<file path="src/rtl/alu_commit.sv">
// Commit stage behind the integer ALU: tracks the one op in flight and
// retires it into the register file and condition codes. It also drives
// issue stall, hazard and flush-drain information for the operand stage.
//
// Handshake: upstream issue is accepted on a cycle where i_ce && !o_stall && !i_flush;
// the ALU delivers exactly one i_alu_valid pulse per accepted op; o_wr_en is
// a one-cycle strobe that has no back-pressure.
module alu_commit #(
    parameter int COND_W = 3,
    parameter int NREG_W = 5
) (
    input  logic              i_clk,
    input  logic              i_rst,
    input  logic              i_ce,
    input  logic [NREG_W-1:0] i_dst,
    input  logic              i_wr_reg,
    input  logic              i_wr_flags,
    input  logic [COND_W-1:0] i_cond,
    input  logic              i_alu_valid,
    input  logic [31:0]       i_alu_result,
    input  logic [3:0]        i_alu_flags,
    input  logic              i_alu_busy,
    input  logic              i_flush,
    input  logic              i_cc_wr,
    input  logic [3:0]        i_cc_data,
    output logic              o_stall,
    output logic              o_pending,
    output logic [NREG_W-1:0] o_pending_reg,
    output logic              o_wr_en,
    output logic [NREG_W-1:0] o_wr_reg,
    output logic [31:0]       o_wr_data,
    output logic [3:0]        o_cc,
    output logic              o_err,
    output logic [1:0]        o_dbg_state
);

    typedef enum logic [1:0] {
        ST_IDLE  = 2'd0,
        ST_PEND  = 2'd1,
        ST_DRAIN = 2'd2
    } state_t;

    state_t state, state_nxt;

    logic [NREG_W-1:0] slot_dst;
    logic              slot_wr_reg;
    logic              slot_wr_flags;
    logic [COND_W-1:0] slot_cond;

    logic issue;
    logic retire;
    logic cond_pass;
    logic commit;
    logic idle_valid;

    // o_cc is {V,N,C,Z}
    always_comb begin
        cond_pass = 1'b0;
        case (slot_cond)
            3'd0:    cond_pass = 1'b1;
            3'd1:    cond_pass = o_cc[0];
            3'd2:    cond_pass = o_cc[2];
            3'd3:    cond_pass = o_cc[1];
            3'd4:    cond_pass = o_cc[3];
            3'd5:    cond_pass = !o_cc[0];
            3'd6:    cond_pass = !o_cc[2];
            3'd7:    cond_pass = !o_cc[1];
            default: cond_pass = 1'b0;
        endcase
    end

    // State register
    always_ff @(posedge i_clk) begin
        if (i_rst) state <= ST_IDLE;
        else       state <= state_nxt;
    end

    // Next-state logic
    always_comb begin
        state_nxt = state;
        case (state)
            ST_IDLE: begin
                if (issue) state_nxt = ST_PEND;
            end
            ST_PEND: begin
                if (i_flush) begin
                    // A busy ALU still owes us a result that must be swallowed.
                    if (i_alu_valid || !i_alu_busy) state_nxt = ST_IDLE;
                    else                            state_nxt = ST_DRAIN;
                end else if (i_alu_valid) begin
                    state_nxt = issue ? ST_PEND : ST_IDLE;
                end
            end
            ST_DRAIN: begin
                if (i_alu_valid) state_nxt = ST_IDLE;
            end
            default: state_nxt = ST_IDLE;
        endcase
    end

    // Output / control decode
    always_comb begin
        o_stall       = ((state == ST_PEND) && !i_alu_valid) || (state == ST_DRAIN) || i_alu_busy;
        issue         = i_ce && !o_stall && !i_flush;
        retire        = (state == ST_PEND) && i_alu_valid;
        commit        = retire && !i_flush && cond_pass;
        idle_valid    = (state == ST_IDLE) && i_alu_valid;
        o_pending     = (state == ST_PEND) && slot_wr_reg;
        o_pending_reg = slot_dst;
        o_dbg_state   = state;
    end

    always_ff @(posedge i_clk) begin
        if (i_rst) begin
            slot_dst      <= '0;
            slot_wr_reg   <= 1'b0;
            slot_wr_flags <= 1'b0;
            slot_cond     <= '0;
        end else if (issue) begin
            slot_dst      <= i_dst;
            slot_wr_reg   <= i_wr_reg;
            slot_wr_flags <= i_wr_flags;
            slot_cond     <= i_cond;
        end
    end

    always_ff @(posedge i_clk) begin
        if (i_rst) begin
            o_wr_en   <= 1'b0;
            o_wr_reg  <= '0;
            o_wr_data <= '0;
        end else begin
            o_wr_en <= commit && slot_wr_reg;
            if (commit && slot_wr_reg) begin
                o_wr_reg  <= slot_dst;
                o_wr_data <= i_alu_result;
            end
        end
    end

    // External CC load wins over the retiring op's flag update.
    always_ff @(posedge i_clk) begin
        if (i_rst)                           o_cc <= 4'd0;
        else if (i_cc_wr)                    o_cc <= i_cc_data;
        else if (commit && slot_wr_flags)    o_cc <= i_alu_flags;
    end

    always_ff @(posedge i_clk) begin
        if (i_rst)           o_err <= 1'b0;
        else if (idle_valid) o_err <= 1'b1;
    end

endmodule
</file>
<file path="config.mk">
export PLATFORM = sky130hd
export DESIGN_NAME = alu_commit
export DESIGN_NICKNAME = d
export VERILOG_FILES = /design/src/rtl/alu_commit.sv
export SDC_FILE = /design/constraint.sdc
export NUM_CORES = 1
export LEC_CHECK = 0
export ABC_AREA = 1
export CORE_ASPECT_RATIO = 1.4
export CORE_MARGIN = 3
export CORE_UTILIZATION = 44
export CTS_BUF_LIST = sky130_fd_sc_hd__clkbuf_16
export DETAILED_ROUTE_END_ITERATION = 8
export MAX_ROUTING_LAYER = met4
export PLACE_DENSITY = 0.92
export SETUP_SLACK_MARGIN = 0.02
export SYNTH_ARGS = -nofsm -noshare
export SYNTH_HDL_FRONTEND = slang
export SYNTH_SLANG_ARGS = --single-unit
</file>
<file path="constraint.sdc">
create_clock -name i_clk -period 2.2 [get_ports i_clk]
set_input_delay 0.44 -clock i_clk [delete_from_list [all_inputs] [get_ports i_clk]]
set_output_delay 0.44 -clock i_clk [all_outputs]
set_load 0.005 [all_outputs]
</file>
==> impl_results.md, run 1 <==
- CTS tree: done
- Core area: ~0.005 mm2
- WL final: 5930 um
- Largest net degree at the start of global routing: 74
- Share of layout cells above drive strength 1: under 10%
- Max reg flops: 32
- Die H: 92.4 um
- End of the critical path: o_stall
- Most used DFF post-synth: dfxtp_1
- Reg2reg path depth: 5
- Clock sinks: 55
- Max-cap violations: 0
- Synthesized area per cell: about 6.6 um2
- Die area: 0.00625 mm2
- Worst hold slack: around 450 ps
- Vias per cell: about 4.5
- Routed Antenna Nets: 0
- Number of detailed-routing iterations run before antenna repair: 4
- Synthesis Warnings: 0
- Setup TNS: 0 ps
- Vias in the first global route: 2,275
- Clock latency on the worst-skew pair: 290 ps
- Pwr Density: about 550 mW/mm2
- Hold Crit Start: slot_wr_flags
- Cell taking the most area after synthesis: dfxtp_1
- Number of fillers in the final layout: a little over 400
- FF/Latch Area: between 0.001 and 0.0015 mm2
- Detailed-route via count: about 2,400
- # setup viols final: 0
- DRC violations left: 0
- Final Instance Area: about 0.0036 mm2
- DRT iter0 DRCs: around 120
- Worst R2R Setup Slack: ~660 ps
- First-pass GRT wire length: approximately 9600 um
- FF-to-FF End: o_cc[0]
- # port buffers: about 110
- Area Overhead vs Synth: 54.0%
- Status: finished clean
- Ports: 109
- Clock skew: 3.17 ps
- Area taken by multi-input logic gates: around 940 um2
- Total CTS buffers: 5
- Final min period: approximately 2100 ps
- Post-CTS setup buffer count: 0
- Top cell type's share of synthesized area: between 40% and 50%
- Worst Setup Slack, final: approximately 120 ps
- CP startpoint kind: input port
- Syn Nets: between 400 and 500
- Die X: between 60 and 70 um
- Worst slew pin tran: approximately 400 ps
- Post-layout net count: between 500 and 600
- Place WS: around 85 ps
- Grt ovf: 0
- Initial Util: between 40% and 50%
- Non-filler cells, final: roughly 530
- Gate Count Post-Synth: approximately 360
- Number of max-slew violations in the final report: 0
- Period utilisation layout: between 90% and 100%
- Distinct cells, synth: 18
- CP max FO: 4
- Critical path class: in2out
- CTS max path bufs: 2
- Ranking of synthesized cells by area: dfxtp_1 47%, nand2_1 16%, nor2_1 14%
- Root Driver: clkbuf_16
- Placed inst area: 0.00347 mm2
- CP max stage cell: clkdlybuf4s50_1
- Final Hold Viols: 0
- Commonest cells in the netlist: 102 x nand2_1, 85 x nor2_1, 56 x inv_1
- Syn Std Cell Area: roughly 0.0023 mm2
- DP HPWL: 4500 um
- Hold Path Class: reg2reg
- Sequential area share after synthesis: 47.0%
- Hold_buf cts: 0
- Fin util: 72.3%
- Setup crit end kind: primary output
- Avg WL per Cell: about 11 um
- # diodes: 0
- CP startpoint: i_alu_valid
- Top-count cell post-synth: nand2_1
- Initial antenna violation count: 0
- Cells after DPL: just over 500
- WP data arrival: ~1600 ps
- Req. time, crit path: 1760 ps
- Origin of the critical flop-to-flop path: o_dbg_state[0]
- Post-synth EDFFs: 0
- Slew HR: roughly 74%
- CP Cell Sequence: clkdlybuf4s50_1, inv_2, nand2_1, nand2_1, clkdlybuf4s50_1
- Clock-pin transition on the worst setup and hold timing paths: around 60 ps
- Unrepaired setup endpoints after global routing: no
- H-tree levels: 2
- Lkg Pwr: 1.71 nW
- Rows: 30
- Max stage delay on crit path: 490 ps
- Highest Clock Rate: around 0.48 GHz
- VDD IR max: 0.401 mV
- Tot Pwr: between 1.5 and 2 mW
- RePlAce Congestion: 0.849
- Synth Register Bits: 55
- Post-synthesis async set-or-reset flop share: 0%
- Total track usage: 20.0%
## cell usage in the layout (no fill, tap or decap)
cell type / synthesis / final
clkdlybuf4s50_1: 0 / 108
nand2_1: 102 / 102
nor2_1: 85 / 85
inv_1: 56 / 57
dfxtp_1: 55 / 55
a21oi_1: 17 / 17
o21ai_0: 10 / 10
nand3_1: 7 / 7
clkbuf_16: 0 / 5
inv_2: 2 / 3
nand4_1: 3 / 3
buf_12: 0 / 2
buf_4: 2 / 2
nand3_2: 1 / 1
nor3_2: 1 / 1
nand4_4: 0 / 1
o22ai_1: 1 / 1
clkinv_2: 0 / 1
## repair_timing
item | in CTS | in global routing
endpoints found under the setup margin | 0 | 1
gates resized for setup | 0 | 1
endpoints found under the hold margin | 0 | 0
## final cells by class
cell class	count	area share, %
timing repair buffer	112	31.5
sequential	55	30.5
multi-input combinational	228	26.0
inverter	58	6.03
clock buffer	5	3.47
tap	64	2.22
clock inverter	3	0.347
## metal layers
metal,up-vias,routed length (um),track usage [%]
met5,-,0,-
met4,0,144,8.12
li1,1257,-,-
met3,15,364,3.16
met2,79,3230,36.9
met1,1036,2190,20.2
## worst max-delay path, delay by kind of cell
family / cells / cell delay, ps
buffers and inverters: 3 / 1030
and+or+nand+nor: 2 / 170
## power breakdown
part	internal (mW)	switching [mW]
clock	0.412	0.328
sequential	1.01	0.0146
combinational	0.139	0.0809
## worst min path at each step
stage,to,slack [ps],depth (start not counted)
after floorplan,slot_wr_flags,420,2
after global placement,slot_wr_flags,430,2
after CTS,slot_wr_flags,450,2
after global routing,slot_wr_flags,470,2
final,slot_wr_flags,450,2
after detailed placement,slot_wr_flags,440,2
## kinds of logic (layout without fill, tap and decap cells)
family          count (synthesis)  in the layout  synth area share (%)
simple gates                  200            200                  33.6
buf+inv                        74            178                  13.4
compound gates                 28             28                  6.03
flops                          55             55                  47.0
Note: power is estimated with default switching activity, not from simulation.
==> run 2, diff against run 1 <==
--- a/config.mk
+++ b/config.mk
@@ -6,6 +6,7 @@
 export NUM_CORES = 1
 export LEC_CHECK = 0
 export ABC_AREA = 1
+export ABC_CLOCK_PERIOD_IN_PS = 2200
 export CORE_ASPECT_RATIO = 1.4
 export CORE_MARGIN = 3
 export CORE_UTILIZATION = 44
@@ -17,3 +18,4 @@
 export SYNTH_ARGS = -nofsm -noshare
 export SYNTH_HDL_FRONTEND = slang
 export SYNTH_SLANG_ARGS = --single-unit
+export TNS_END_PERCENT = 10
==> results of run 2 <==
Same layout as run 1: the final DEF is identical, and so are final timing and power.
==> run 3, diff against run 2 <==
--- a/config.mk
+++ b/config.mk
@@ -13,7 +13,7 @@
 export CTS_BUF_LIST = sky130_fd_sc_hd__clkbuf_16
 export DETAILED_ROUTE_END_ITERATION = 8
 export MAX_ROUTING_LAYER = met4
-export PLACE_DENSITY = 0.92
+export PLACE_DENSITY_LB_ADDON = 0.05
 export SETUP_SLACK_MARGIN = 0.02
 export SYNTH_ARGS = -nofsm -noshare
 export SYNTH_HDL_FRONTEND = slang
==> impl_results.md, run 3 (synthesis results as in run 1) <==
- Routed Antenna Nets: 0
- Tot Pwr: 2.11 mW
- Vias in the first global route: 2,045
- Final Hold Viols: 0
- Final min period: between 2000 and 2500 ps
- Max reg flops: 32
- Worst slew pin tran: 339 ps
- Total CTS buffers: 5
- DRT iter0 DRCs: approximately 140
- Pwr Density: between 500 and 600 mW/mm2
- Clock sinks: 55
- Area taken by multi-input logic gates: 938 um2
- # diodes: 0
- Period utilisation layout: 95.2%
- FF/Latch Area: 0.00110 mm2
- Detailed-route via count: 2,330
- Non-filler cells, final: between 500 and 600
- VDD IR max: between 0.4 and 0.5 mV
- WP data arrival: approximately 1700 ps
- Slew HR: between 70% and 80%
- CTS tree: done
- Clock skew: approximately 2.8 ps
- Commonest non-fill, non-tap cells in the layout: 108 x clkdlybuf4s50_1, 102 x nand2_1, 85 x nor2_1, 56 x inv_1, 55 x dfxtp_1
- Setup crit end kind: primary output
- Number of max-slew violations in the final report: 0
- DP HPWL: 4010 um
- Initial antenna violation count: 0
- Hold Path Class: reg2reg
- # port buffers: roughly 110
- CP startpoint: i_alu_valid
- Most common cell after layout, fill and taps aside: clkdlybuf4s50_1
- CP Cell Sequence: clkdlybuf4s50_1, inv_1, nand2_1, nand2_1, clkdlybuf4s50_1
- Root Driver: clkbuf_16
- CP max stage cell: clkdlybuf4s50_1
- Lkg Pwr: approximately 1.7 nW
- Number of fillers in the final layout: 435
- WL final: 5420 um
- Req. time, crit path: around 1800 ps
- Worst R2R Setup Slack: between 600 and 700 ps
- Core area: ~0.0050 mm2
- FF-to-FF End: o_cc[2]
- CTS max path bufs: 2
- Clock-pin transition on the worst setup and hold timing paths: about 60 ps
- Area Overhead vs Synth: 55.4%
- H-tree levels: 2
- DRC violations left: 0
- Die H: 92.4 um
- Grt ovf: 0
- Ports: about 110
- CP max FO: 4
- Total track usage: 18.2%
- Number of detailed-routing iterations run before antenna repair: 4
- Unrepaired setup endpoints after global routing: no
- Vias per cell: between 4 and 5
- Status: finished clean
- Crit-path leading delay family: buffers and inverters
- Share of layout cells above drive strength 1: 3.68%
- Cells after DPL: between 500 and 600
- CP startpoint kind: input port
- Largest net degree at the start of global routing: 40
- CTS-repair resized insts: 0
- Critical path class: in2out
- Rows: 30
- End of the critical path: o_stall
- Avg WL per Cell: between 10 and 15 um
- # setup viols final: 0
- Post-CTS setup buffer count: 0
- Die X: 67.7 um
- Critical path depth: 5
- Reg2reg path depth: 6
- Clock latency on the worst-skew pair: between 200 and 300 ps
- Origin of the critical flop-to-flop path: o_dbg_state[1]
- Highest Clock Rate: 0.478 GHz
- Max-cap violations: 0
- RePlAce Congestion: slightly above 0.8
- Worst hold slack: 448 ps
- WP buf/inv: 3
- Initial Util: between 40 and 50%
- Max stage delay on crit path: ~490 ps
- Die area: between 0.006 and 0.007 mm2
- First-pass GRT wire length: ~8700 um
- Hold_buf cts: 0
- Post-layout net count: between 500 and 600
- Setup TNS: 0 ps
## run 3: cell types whose count changed in the layout (fill, tap and decap cells not counted), sizes merged
cell / change
inv: -2
buf: +1
bufinv: +1
clkinv: +1
## run 3: per-layer routing
metal | vias up | part of all wire (%) | GRT usage, %
met3 | 8 | 7.2 | 3.76
li1 | 1256 | - | -
met5 | - | 0 | -
met2 | 78 | 51 | 31.5
met1 | 988 | 40 | 20.3
met4 | 0 | 1.5 | 5.75
## run 3: tightest hold or removal path, cell delays in order, from the launching register on
cell,delay (ps)
dfxtp_1,310
inv_1,50
a21oi_1,50
## run 3: cell type report
type                       instances  share of cell area [%]
sequential                        55                    30.2
clock inverter                     3                    1.06
clock buffer                       5                    3.43
timing repair buffer             113                    31.4
tap                               64                    2.20
multi-input combinational        228                    25.7
inverter                          58                    5.97
## run 3: worst min path at each step
| stage | cells past startpoint | slack [ps] | end | from |
|---|---|---|---|---|
| after floorplan | 2 | 420 | slot_wr_flags | slot_wr_flags |
| after global placement | 2 | 440 | slot_wr_flags | slot_wr_flags |
| after detailed placement | 2 | 440 | slot_wr_flags | slot_wr_flags |
| after CTS | 2 | 450 | slot_wr_flags | slot_wr_flags |
| after global routing | 2 | 470 | slot_wr_flags | slot_wr_flags |
| final | 2 | 450 | slot_wr_flags | slot_wr_flags |
## run 3: power by group
part	leakage (nW)	total, mW	internal, mW	switching (mW)
registers	0.446	1.03	1.01	0.0144
logic	1.19	0.219	0.139	0.0792
clock network	0.0812	0.862	0.531	0.331
total	1.72	2.11	1.68	0.425
## run 3: per-stage QoR
step / utilization [%] / cell area (um2) / setup WS (ps)
after floorplan: - / 2340 / 810
after global placement: 69.7 / 3480 / 115
after detailed placement: 69.7 / 3480 / 95.0
after CTS: 73.0 / 3640 / 107
after global routing: 73.0 / 3640 / 41.3
final: 73.0 / 3640 / 106
